`src/rtl/wb_arb_pkg.sv`:
```
// ============================================================================
// Module      : wb_arb_pkg
// Description : Shared definitions for the writeback port arbiter.
//               - wb_sel mux codes
//               - FSM state enum
//               - requester index constants
//               - fixed-priority pick helper (MEM > MULDIV > ALU)
// Config      : none (WB_ARB_AGE_EN is consumed by wb_port_arbiter)
// Revision    : 1.0 - initial release
// ============================================================================
`default_nettype none

package wb_arb_pkg;

    // Select codes for the 32-bit 3-to-1 writeback mux.
    localparam logic [1:0] SEL_MEM  = 2'b00;
    localparam logic [1:0] SEL_ALU  = 2'b01;
    localparam logic [1:0] SEL_MD   = 2'b10;
    localparam logic [1:0] SEL_NONE = 2'b11;

    // Bit positions of each requester in the request/grant vectors.
    localparam int NUM_REQ = 3;
    localparam int REQ_ALU = 0;
    localparam int REQ_MEM = 1;
    localparam int REQ_MD  = 2;

    typedef enum logic {
        IDLE  = 1'b0,
        GRANT = 1'b1
    } arb_state_e;

    // One-hot winner among the set bits of req, fixed order MEM > MD > ALU.
    function automatic logic [NUM_REQ-1:0] pick_fixed(input logic [NUM_REQ-1:0] req);
        logic [NUM_REQ-1:0] win;
        win = '0;
        if (req[REQ_MEM])      win[REQ_MEM] = 1'b1;
        else if (req[REQ_MD])  win[REQ_MD]  = 1'b1;
        else if (req[REQ_ALU]) win[REQ_ALU] = 1'b1;
        return win;
    endfunction

endpackage

`default_nettype wire

```
`src/rtl/wb_age_counter.sv`:
```
// ============================================================================
// Module      : wb_age_counter
// Description : Saturating wait counter for one writeback requester.
//               Counts cycles with req high and no grant; clears on grant or
//               when req is low. aged_o flags that the wait reached AGE_LIMIT.
// Ports       : Clk, Rst_n (async active-low)
//               req_i  - requester has a result pending
//               gnt_i  - requester is granted this cycle
//               aged_o - wait count >= AGE_LIMIT
// Config      : instantiated only when WB_ARB_AGE_EN is defined
// Revision    : 1.0 - initial release
// ============================================================================
`default_nettype none

module wb_age_counter #(
    parameter int AGE_LIMIT = 4,
    parameter int AGE_W     = 3
) (
    input  logic Clk,
    input  logic Rst_n,
    input  logic req_i,
    input  logic gnt_i,
    output logic aged_o
);

    localparam logic [AGE_W-1:0] LIMIT = AGE_W'(AGE_LIMIT);

    logic [AGE_W-1:0] cnt_q;
    logic [AGE_W-1:0] cnt_d;

    always_comb begin
        cnt_d = '0;
        if (req_i && !gnt_i) begin
            cnt_d = (cnt_q == {AGE_W{1'b1}}) ? cnt_q : cnt_q + AGE_W'(1);
        end
    end

    always_ff @(posedge Clk or negedge Rst_n) begin
        if (!Rst_n) cnt_q <= '0;
        else        cnt_q <= cnt_d;
    end

    assign aged_o = (cnt_q >= LIMIT);

endmodule

`default_nettype wire

```
`src/rtl/wb_port_arbiter.sv`:
```
// ============================================================================
// Module      : wb_port_arbiter
// Description : Arbitrates the single register-file write port between the
//               ALU, memory load unit and mul/div unit. One registered grant
//               per cycle; fixed priority MEM > MULDIV > ALU. The source
//               granted in the current cycle is masked from the next decision
//               so its still-asserted req cannot cause a second write.
// Ports       : Clk, Rst_n (async active-low)
//               alu/mem/md_req, alu/mem/md_rd  - requests and dest registers
//               alu/mem/md_gnt                 - one-cycle grant pulses
//               wb_sel   - mux select (01 ALU, 00 MEM, 10 MD, 11 idle)
//               rf_we    - write enable (low for rd == x0)
//               rf_waddr - write address (holds when idle)
//               alu_stall- ALU req pending and not granted
// Config      : `define WB_ARB_AGE_EN enables per-requester wait counters;
//               aged requesters outrank non-aged ones.
// Revision    : 1.0 - initial release
// ============================================================================
`default_nettype none

module wb_port_arbiter
    import wb_arb_pkg::*;
#(
    parameter int ADDR_W    = 5,
    parameter int AGE_LIMIT = 4,
    parameter int AGE_W     = 3
) (
    input  logic              Clk,
    input  logic              Rst_n,
    input  logic              alu_req,
    input  logic [ADDR_W-1:0] alu_rd,
    input  logic              mem_req,
    input  logic [ADDR_W-1:0] mem_rd,
    input  logic              md_req,
    input  logic [ADDR_W-1:0] md_rd,
    output logic              alu_gnt,
    output logic              mem_gnt,
    output logic              md_gnt,
    output logic [1:0]        wb_sel,
    output logic              rf_we,
    output logic [ADDR_W-1:0] rf_waddr,
    output logic              alu_stall
);

    if (AGE_W < $clog2(AGE_LIMIT + 1)) begin : g_cfg_check
        $error("wb_port_arbiter: AGE_W too narrow to hold AGE_LIMIT");
    end

    arb_state_e          state_q, state_d;
    logic [NUM_REQ-1:0]  gnt_q,   gnt_d;
    logic [1:0]          sel_q,   sel_d;
    logic                we_q,    we_d;
    logic [ADDR_W-1:0]   waddr_q, waddr_d;

    logic [NUM_REQ-1:0]  req_w;
    logic [NUM_REQ-1:0]  elig_w;
    logic [NUM_REQ-1:0]  win_w;

    assign req_w[REQ_ALU] = alu_req;
    assign req_w[REQ_MEM] = mem_req;
    assign req_w[REQ_MD]  = md_req;

    // The source being written this cycle still holds req; exclude it.
    assign elig_w = req_w & ~gnt_q;

`ifdef WB_ARB_AGE_EN
    logic [NUM_REQ-1:0] aged_w;
    logic [NUM_REQ-1:0] aged_elig_w;

    for (genvar i = 0; i < NUM_REQ; i++) begin : g_age
        wb_age_counter #(
            .AGE_LIMIT (AGE_LIMIT),
            .AGE_W     (AGE_W)
        ) u_age (
            .Clk    (Clk),
            .Rst_n  (Rst_n),
            .req_i  (req_w[i]),
            .gnt_i  (gnt_q[i]),
            .aged_o (aged_w[i])
        );
    end

    // Aged requesters form a higher tier; fixed order breaks ties within it.
    assign aged_elig_w = elig_w & aged_w;
    assign win_w = (|aged_elig_w) ? pick_fixed(aged_elig_w) : pick_fixed(elig_w);
`else
    assign win_w = pick_fixed(elig_w);
`endif

    always_comb begin
        state_d = state_q;
        gnt_d   = '0;
        sel_d   = SEL_NONE;
        we_d    = 1'b0;
        waddr_d = waddr_q;

        // Both states re-arbitrate every cycle; GRANT only means the
        // registered outputs currently carry a write.
        unique case (state_q)
            IDLE:    state_d = (|win_w) ? GRANT : IDLE;
            GRANT:   state_d = (|win_w) ? GRANT : IDLE;
            default: state_d = IDLE;
        endcase

        if (win_w[REQ_MEM]) begin
            sel_d   = SEL_MEM;
            waddr_d = mem_rd;
        end else if (win_w[REQ_MD]) begin
            sel_d   = SEL_MD;
            waddr_d = md_rd;
        end else if (win_w[REQ_ALU]) begin
            sel_d   = SEL_ALU;
            waddr_d = alu_rd;
        end

        if (|win_w) begin
            gnt_d = win_w;
            // x0 is hardwired zero: the source retires but nothing is written.
            we_d  = |waddr_d;
        end
    end

    always_ff @(posedge Clk or negedge Rst_n) begin
        if (!Rst_n) begin
            state_q <= IDLE;
            gnt_q   <= '0;
            sel_q   <= SEL_NONE;
            we_q    <= 1'b0;
            waddr_q <= '0;
        end else begin
            state_q <= state_d;
            gnt_q   <= gnt_d;
            sel_q   <= sel_d;
            we_q    <= we_d;
            waddr_q <= waddr_d;
        end
    end

    assign alu_gnt   = gnt_q[REQ_ALU];
    assign mem_gnt   = gnt_q[REQ_MEM];
    assign md_gnt    = gnt_q[REQ_MD];
    assign wb_sel    = sel_q;
    assign rf_we     = we_q;
    assign rf_waddr  = waddr_q;
    // Gated by reset so the stall is low while the block is held in reset.
    assign alu_stall = Rst_n & alu_req & ~gnt_q[REQ_ALU];

endmodule

`default_nettype wire

```
`config.mk`:
```
export PLATFORM = sky130hd
export DESIGN_NAME = wb_port_arbiter
export DESIGN_NICKNAME = d
export VERILOG_FILES = /design/src/rtl/wb_arb_pkg.sv /design/src/rtl/wb_age_counter.sv /design/src/rtl/wb_port_arbiter.sv
export SDC_FILE = /design/constraint.sdc
export NUM_CORES = 1
export LEC_CHECK = 0
export ABC_CLOCK_PERIOD_IN_PS = 4300
export CAP_MARGIN = 0
export CORE_UTILIZATION = 35
export DETAILED_ROUTE_END_ITERATION = 12
export GPL_ROUTABILITY_DRIVEN = 0
export GPL_TIMING_DRIVEN = 0
export PLACE_DENSITY = 0.76
export SYNTH_ARGS = -nofsm -noshare
export SYNTH_HDL_FRONTEND = slang
export SYNTH_SLANG_ARGS = --single-unit
```
`constraint.sdc`:
```
create_clock -name Clk -period 4.3 [get_ports Clk]
set_input_delay 0.43 -clock Clk [delete_from_list [all_inputs] [get_ports Clk]]
set_output_delay 0.43 -clock Clk [all_outputs]
set_load 0.01 [all_outputs]
```
==> results.md <==
* Worst Slack Setup Final at 1.92 ns
* Final setup fails at 0
* Overflow after GRT at 0
* Top-count cell post-synth: dfrtp_1
* Die ar. at 0.00167 mm^2
* Sequential fraction of the synthesis area at 52.6%
* ANT nets after route at 0
* Placeable Area at 0.00135 mm^2
* CTS root buffer: clkbuf_4
* FP Rows at 13
* GRT Total Usage at 19.8%
* Reg-to-reg setup timing slack at 2.43 ns
* Antenna violations before repair at 0
* Crit. Startpoint: Rst_n
* RSZ-0062 raised after global routing: no
* Synth Area in Simple Gates at 21.1%
* Syn Nets at 71
* Pwr dens at 312 mW/mm^2
* Buffers added on ports at 31
* Worst-Skew Late Latency at 0.26 ns
* Proportion of synthesized area in mux cells at 1.90%
* Area share of the largest cell type after synthesis at 42.7%
* Critical path arrival at 1.95 ns
* Yosys cell types at 21
* Worst hold-check path type: input pin to async pin
* Commonest cells in the netlist: dfrtp_1, o21ai_0, nor2_1
* Crit-path cells: clkdlybuf4s50_1 > inv_1 > nor2_1 > clkdlybuf4s50_1
* Post-synth top area cell: dfrtp_1
* CP most frequent cell: clkdlybuf4s50_1
* Max_cap viols at 0
* Vias in the first global route at 445
* Post-CTS sizing at 0
* CP max stage delay at 0.80 ns
* Compound-Gate Fraction of Synth Area at 20.1%
* Worst Tran Pin Value at 0.525 ns
* Drt via density at 5.13
* Synth Area in Adders at 0%
* Die W at 40.8 um
* WL final at 1350 um
* Clock Tree Buf Depth at 2
* Total negative slack at 0 ns
* Setup crit end: alu_stall
* Drt first pass iters at 4
* CP max-delay cell: clkdlybuf4s50_1
* DP Worst Slack at 1.87 ns
* # nets final at 107
* Worst reg2reg path depth at 6
* Xor/xnor share of the synthesized area at 0%
* Finished Cell Area at 885 um^2
* Crit end category: output port
* Clk_skew at 0.00428 ns
* Worst Path Max Fanout at 12
* Die H at 40.8 um
* Initial DRC count at 12
* TritonCTS Buffers at 3
* Pin count of the biggest net entering global routing at 13
* Top post-synthesis cells by area: dfrtp_1, dfstp_2, and3b_2
* Combinational family with the most area after synthesis: simple AND/OR/NAND/NOR gates
* Placed cell areas at 857 um^2
* Startpoint types: input pin
* CTS H-tree lvls at 1
* Initial core utilization at 39.1%
* Seq cells post-synth at 11
* Post-synth EDFFs at 0
* Via count at 518
* Main flop type after synthesis: dfrtp_1
* Status: complete, no violations
* Area grow syn2layout at 67.5%
* Worst slew margin at 64.9%
* VDD IR max at 0.207 mV
* First-pass GRT wire length at 2070 um
* Hold Vio Cnt, Final at 0
* Clock-pin slew on the worst setup and hold paths at 0.08 ns
* Post-DP HPWL at 1010 um
* # Post-CTS Setup Buffers at 0
* Placed insts at 97
* Max-slew violations at 0
* Drt drc at 0
* Fmax at 420 MHz
* Number of clock sinks at 11
* CTS tree: built
* CTS Hold Buffers Added at 0
* Async SR Flop Fraction at 100%
* Worst R2R End: rf_we
* Post-route insts no fill at 101
* Mapped cell area at 528 um^2
* Final worst-path cycle share at 55.4%
* Lkg Pwr at 0.000376 uW
* Cells after Synth at 51
* ANT cells at 0
* CP required at 3.87 ns
* Reg2reg start: gnt_q[0]
* Crit path time final at 2.38 ns
* Critical path class: input pin to output port
* Routed len/inst at 13.3 um
* Top-Level Pins at 32
* Share of post-route cells with drive strength above 1 at 16.3%
* Synth Area per Inst at 10.4 um^2
* Synth warn at 0
[logic make-up after synthesis]
family / Yosys count
muxes: 1
DFF: 11
and+or+nand+nor: 19
AOI/OAI and AO/OA: 16
buffers and inverters: 4
[per-stage QoR]
stage	hold slack (ns)	total power, uW	util, %
after floorplan	0.134	158	-
after global placement	0.613	207	63.5
after global routing	0.550	293	65.5
final	0.508	276	65.5
after detailed placement	0.589	208	63.5
after CTS	0.523	278	65.5
[worst min path at each step]
stage | slack [ns] | to | startpoint
after floorplan | 0.13 | gnt_q[0] | Rst_n
after CTS | 0.52 | rf_waddr[2] | Rst_n
final | 0.51 | rf_waddr[2] | Rst_n
after detailed placement | 0.59 | rf_waddr[1] | rf_waddr[1]
after global routing | 0.55 | rf_waddr[4] | Rst_n
after global placement | 0.61 | rf_waddr[2] | rf_waddr[2]
[sequential cells by signal, summed over array words and instances (netlist names)]
name      count
rf_we         1
gnt_q         3
rf_waddr      5
wb_sel        2
[critical path: cells and delay by family]
kind,cells,cell delay [ns]
buf+inv,3,1.41
simple gates,1,0.11
[cell type report]
type / instances / area [um^2]
plain buffers: 2 / 15.0
clock buffers: 3 / 22.5
clock inverters: 1 / 5.00
fillers: 120 / 465
inverters: 2 / 7.51
multi-input cells: 36 / 228
flip-flops and latches: 11 / 278
well taps: 15 / 18.8
repair buffers: 31 / 310
[layer usage]
metal,vias up,share of wire (%),global-route usage [%]
met2,17,49,29.7
met5,-,0,0
met3,0,7.0,5.43
li1,249,-,-
met1,252,44,26.9
met4,0,0,7.50
[power breakdown]
part / switching [uW] / total (uW) / internal (uW)
logic: 33.5 / 83.9 / 50.4
clock network: 35.6 / 70.0 / 34.3
registers: 5.96 / 122 / 116
total: 75.1 / 276 / 201
[placed cells by master (no fill, tap or decap), drive strengths merged, types with 2 or more instances in the layout]
cell type      instances
a211oi                 4
and3b                  4
clkbuf                 4
clkdlybuf4s50         31
dfrtp                  9
dfstp                  2
inv                    2
nand2                  4
nand2b                 3
nor2                   5
o21ai                  9
Note: power is estimated with default switching activity, not from simulation.
==> variant 1, RTL diff (config.mk and constraints unchanged) <==
Build with the macro `WB_ARB_AGE_EN` defined.
--- a/src/rtl/wb_port_arbiter.sv
+++ b/src/rtl/wb_port_arbiter.sv
@@ -19,2 +19,4 @@
 `default_nettype none
+
+`define WB_ARB_AGE_EN
 
Behaviour: not the same (Yosys sat finds a counterexample within 10 cycles, from zero or initial values and one cycle with Rst_n low).
==> variant 1 against the original RTL <==
Power up 84%; synthesized area increased by 120%; largest cell class is now multi-input combinational cells; worst setup slack lost 0.32 ns; clock power increased by 63%; design area up 75%; combinational power grew 97%; sequential cell count rose by 9; wire length rose by 99%.
==> variant 1: results (changes against the original RTL) <==
metric;value;unit;change
nets@finish;168;;+57%
met1 wire length;1.139;mm;+94%
syn nets;132;;+86%
Total Wirelength;2.675;mm;+99%
Min-Delay Path Class;register to register;;
number of global-route vias before repair;981;;+120%
worst slack at placement;1.535;ns;-0.3311 ns
total track usage;17.63;%;-2.2 points
skew final;0.005561;ns;+0.001286 ns
share of cells above drive strength 1;12.06;%;-4.2 points
number of fill cells;294;;+150%
synth top area cells;dfrtp_1 (39%), ha_1 (6.5%), nor2_1 (5.6%), mux2i_1 (5.2%), dfstp_2 (4.6%);;
Worst-path clk slew;0.12;ns;+0.04 ns
die width;59.29;um;+45%
Worst Path Arrival;2.27;ns;+0.32 ns
hold_ws;0.5646;ns;+0.05688 ns
register area;503.0;um^2;+81%
fin crit share;62.82;%;+7.4 points
Clock Latency Late Sink;0.32;ns;+0.06 ns
CP max FO;21;;+9
Placed Cells;181;;+87%
Placed Area;1514;um^2;+77%
via count;967;;+87%
status;completed;;
r2r setup slk;2.34;ns;-0.09 ns
Routed met2 length;1.270;mm;+91%
Post-DP HPWL;2.066;mm;+100%
first-pass GRT wire length;4.340;mm;+110%
R2R cell count;7;;+1
FF-to-FF Start;g_age[1].u_age.cnt_q[2]$_DFFE_PN0P_;;
Largest stage delay, worst path;1.08;ns;+0.28 ns
sequential fraction of the synthesis area;43.79;%;-8.8 points
Peak VDD IR;0.1071;mV;-48%
largest net degree at the start of global routing;22;;+9
-- variant 1: power breakdown --
| part | total (mW) | internal [mW] | switching (mW) |
|---|---|---|---|
| logic | 0.165 | 0.0893 | 0.0755 |
| clock network | 0.114 | 0.0518 | 0.0617 |
| registers | 0.231 | 0.214 | 0.0163 |
| total | 0.509 | 0.356 | 0.154 |
-- variant 1: logic make-up (layout without fill, tap and decap cells) --
group	Yosys count	in the layout	share of synthesized area [%]
simple gates	45	45	23.31
flops	20	20	43.79
xor+xnor	3	3	2.288
compound gates	23	23	15.90
buf+inv	3	38	2.941
fa+ha+maj	6	6	6.536
mux	6	6	5.229
-- variant 1: layer usage --
layer	up-vias	global-route usage, %
met5	-	0
met2	38	28.57
li1	459	-
met1	459	19.92
met4	0	14.29
met3	11	3.712
-- variant 1: layout make-up --
type | instances | area share [%]
tap | 44 | 3.551
timing repair buffer | 31 | 20.02
sequential | 20 | 32.45
multi-input combinational | 83 | 39.47
buffer | 3 | 2.179
clock buffer | 4 | 2.341
==> variant 2, RTL diff (same flow settings) <==
Without the edit above. `waddr_q` no longer has a reset.
--- a/src/rtl/wb_port_arbiter.sv
+++ b/src/rtl/wb_port_arbiter.sv
@@ -128,3 +128,2 @@
             we_q    <= 1'b0;
-            waddr_q <= '0;
         end else begin
@@ -134,4 +133,7 @@
             we_q    <= we_d;
-            waddr_q <= waddr_d;
         end
+    end
+
+    always_ff @(posedge Clk) begin
+        waddr_q <= waddr_d;
     end
Check against the original RTL: not equivalent (Yosys sat finds a counterexample within 4 cycles, from zero or initial values and one cycle with Rst_n low).
==> variant 2 against the original RTL <==
Worst setup slack improved by 0.14 ns; sequential cell count did not move; design area decreased by 2.8%; wire length is 7.7% lower; combinational power down 2%; synthesized area is 4.7% lower; power shrank 0.33%; utilization fell by 0.28 points; count of clock-buffer cells in the layout stayed put; synthesized cell count unchanged; critical path type unchanged; highest routed layer unchanged.
==> variant 2: results (changes against the original RTL) <==
metric;value;unit;change
Synth Area in XOR/XNOR;0;%;unchanged
Min-Delay Path Class;input pin to asynchronous set/reset pin;;
number of global-route vias before repair;420;;-5.6%
Synth Area in Adders;0;%;unchanged
Worst Path Arrival;1.81;ns;-0.14 ns
Peak VDD IR;0.2045;mV;-1.1%
Crit-path slowest cell;clkdlybuf4s50_1;;
Crit Reg-Reg Endpoint;rf_we$_DFF_PN0_;;
Final ANT Viol Nets;0;;unchanged
FF-to-FF Start;gnt_q[0]$_DFF_PN0_;;
clk root buf;clkbuf_4;;
Pleak;0.3590;nW;-4.6%
Max Buffers Root-to-Sink;2;;unchanged
Clock Latency Late Sink;0.26;ns;about the same
CTS Buf Count;3;;unchanged
Yosys warning count;0;;unchanged
Initial DRT Pass Iterations;4;;unchanged
status;completed;;
Iter 0 DRT Violations;15;;+3
top_reg_cell synth;dfxtp_1;;
Commonest cells post-synth;o21ai_0 (6), dfxtp_1 (5), nor2_1 (5);;
Post-CTS Setup Inserts;0;;unchanged
first-pass GRT wire length;1.821;mm;-12%
synth top area cells;dfrtp_1 (20%), dfxtp_1 (20%), dfstp_2 (10%), and3b_2 (8.0%), o21ai_0 (6.0%);;
post_cts resized;0;;unchanged
r2r setup slk;2.47;ns;+0.04 ns
Post-DP HPWL;930;um;-7.9%
Switching Share;27.04;%;-0.17 points
antenna violations before repair;0;;unchanged
CP max FO;9;;-3
Largest stage delay, worst path;0.54;ns;-0.26 ns
syn nets;71;;unchanged
Avg Vias per Cell;4.921;;-4.1%
Worst Max-Slew Pin Slew;0.3352;ns;-0.1898 ns
CP startpoint;alu_req;;
Worst-path clk slew;0.07;ns;
WL per Instance;12.29;um;-7.7%
share of cells above drive strength 1;16.28;%;unchanged
skew final;0.001765;ns;-0.002511 ns
total track usage;17.79;%;-2.0 points
post-synthesis mux area share;1.990;%;+0.094 points
max-slew violations;0;;unchanged
Synth Area in Compound Gates;21.14;%;+1.0 points
sequential fraction of the synthesis area;50.25;%;-2.4 points
number of I/O port buffers;31;;unchanged
number of fill cells;108;;-10%
drc violations;0;;unchanged
ys async rst share;54.55;%;-45 points
largest net degree at the start of global routing;11;;-2
post-synthesis cell type count;22;;+4.8%
==> variant 2: changes by cell type after synthesis, sizes merged <==
cell | before | now
dfrtp | 9 | 4
dfxtp | 0 | 5
==> variant 2: worst max-delay path by stage <==
stage,endpoint,slack [ns],cells past startpoint
detailed placement,rf_we$_DFF_PN0_,2.01,7
floorplan,rf_we$_DFF_PN0_,2.55,6
CTS,alu_stall,2.06,4
finish,alu_stall,2.06,5
global route,alu_stall,1.98,4
global placement,rf_we$_DFF_PN0_,2.02,7
==> variant 2: final cells by class <==
cell class	count	area share (%)
buffer	2	1.747
clock buffer	3	2.620
clock inverter	1	0.5822
inverter	2	0.8734
multi-input combinational	36	26.49
sequential	11	29.40
tap	15	2.183
timing repair buffer	31	36.10
==> variant 2: power by group through the flow <==
| stage | Sequential, mW | Clock [mW] | Combinational, mW |
|---|---|---|---|
| 2_1_floorplan | 0.130 | 0 | 0.0280 |
| 5_1_grt | 0.124 | 0.0795 | 0.0897 |
| 3_5_place_dp | 0.124 | 0 | 0.0823 |
| 4_1_cts | 0.123 | 0.0719 | 0.0829 |
| 3_3_place_gp | 0.124 | 0 | 0.0817 |
| 6_report | 0.123 | 0.0700 | 0.0826 |
==> variant 2: per-stage QoR <==
stage               cells  cell area (um^2)  setup WS (ns)  utilization (%)  hold WS, ns
detailed placement     97             832.0          2.014            63.15       0.5711
CTS                   101             859.6          2.055            65.24       0.4117
global placement       97             832.0          2.016            63.15       0.5750
global route          101             859.6          1.983            65.24       0.4099
floorplan              51             503.0          2.545                -       0.1344
finish                101             859.6          2.061            65.24       0.4080
==> variant 2: worst max-delay path, delay by kind of cell <==
kind / cells / cell delay, ns
and+or+nand+nor: 2 / 0.16
buffers and inverters: 3 / 1.21
==> variant 2: metal layers <==
layer	vias up	routed length (um)	part of all wire, %	GRT usage (%)
met4	0	0	0	7.759
met3	0	48	3.9	3.409
li1	250	-	-	-
met5	-	0	0	0
met2	21	679	55	29.44
met1	226	514	41	22.11
==> variant 2: cell families (layout without fill, tap and decap cells) <==
family,Yosys count,after routing
simple gates,19,19
buf+inv,4,39
flops,11,11
compound gates,16,16
mux,1,1
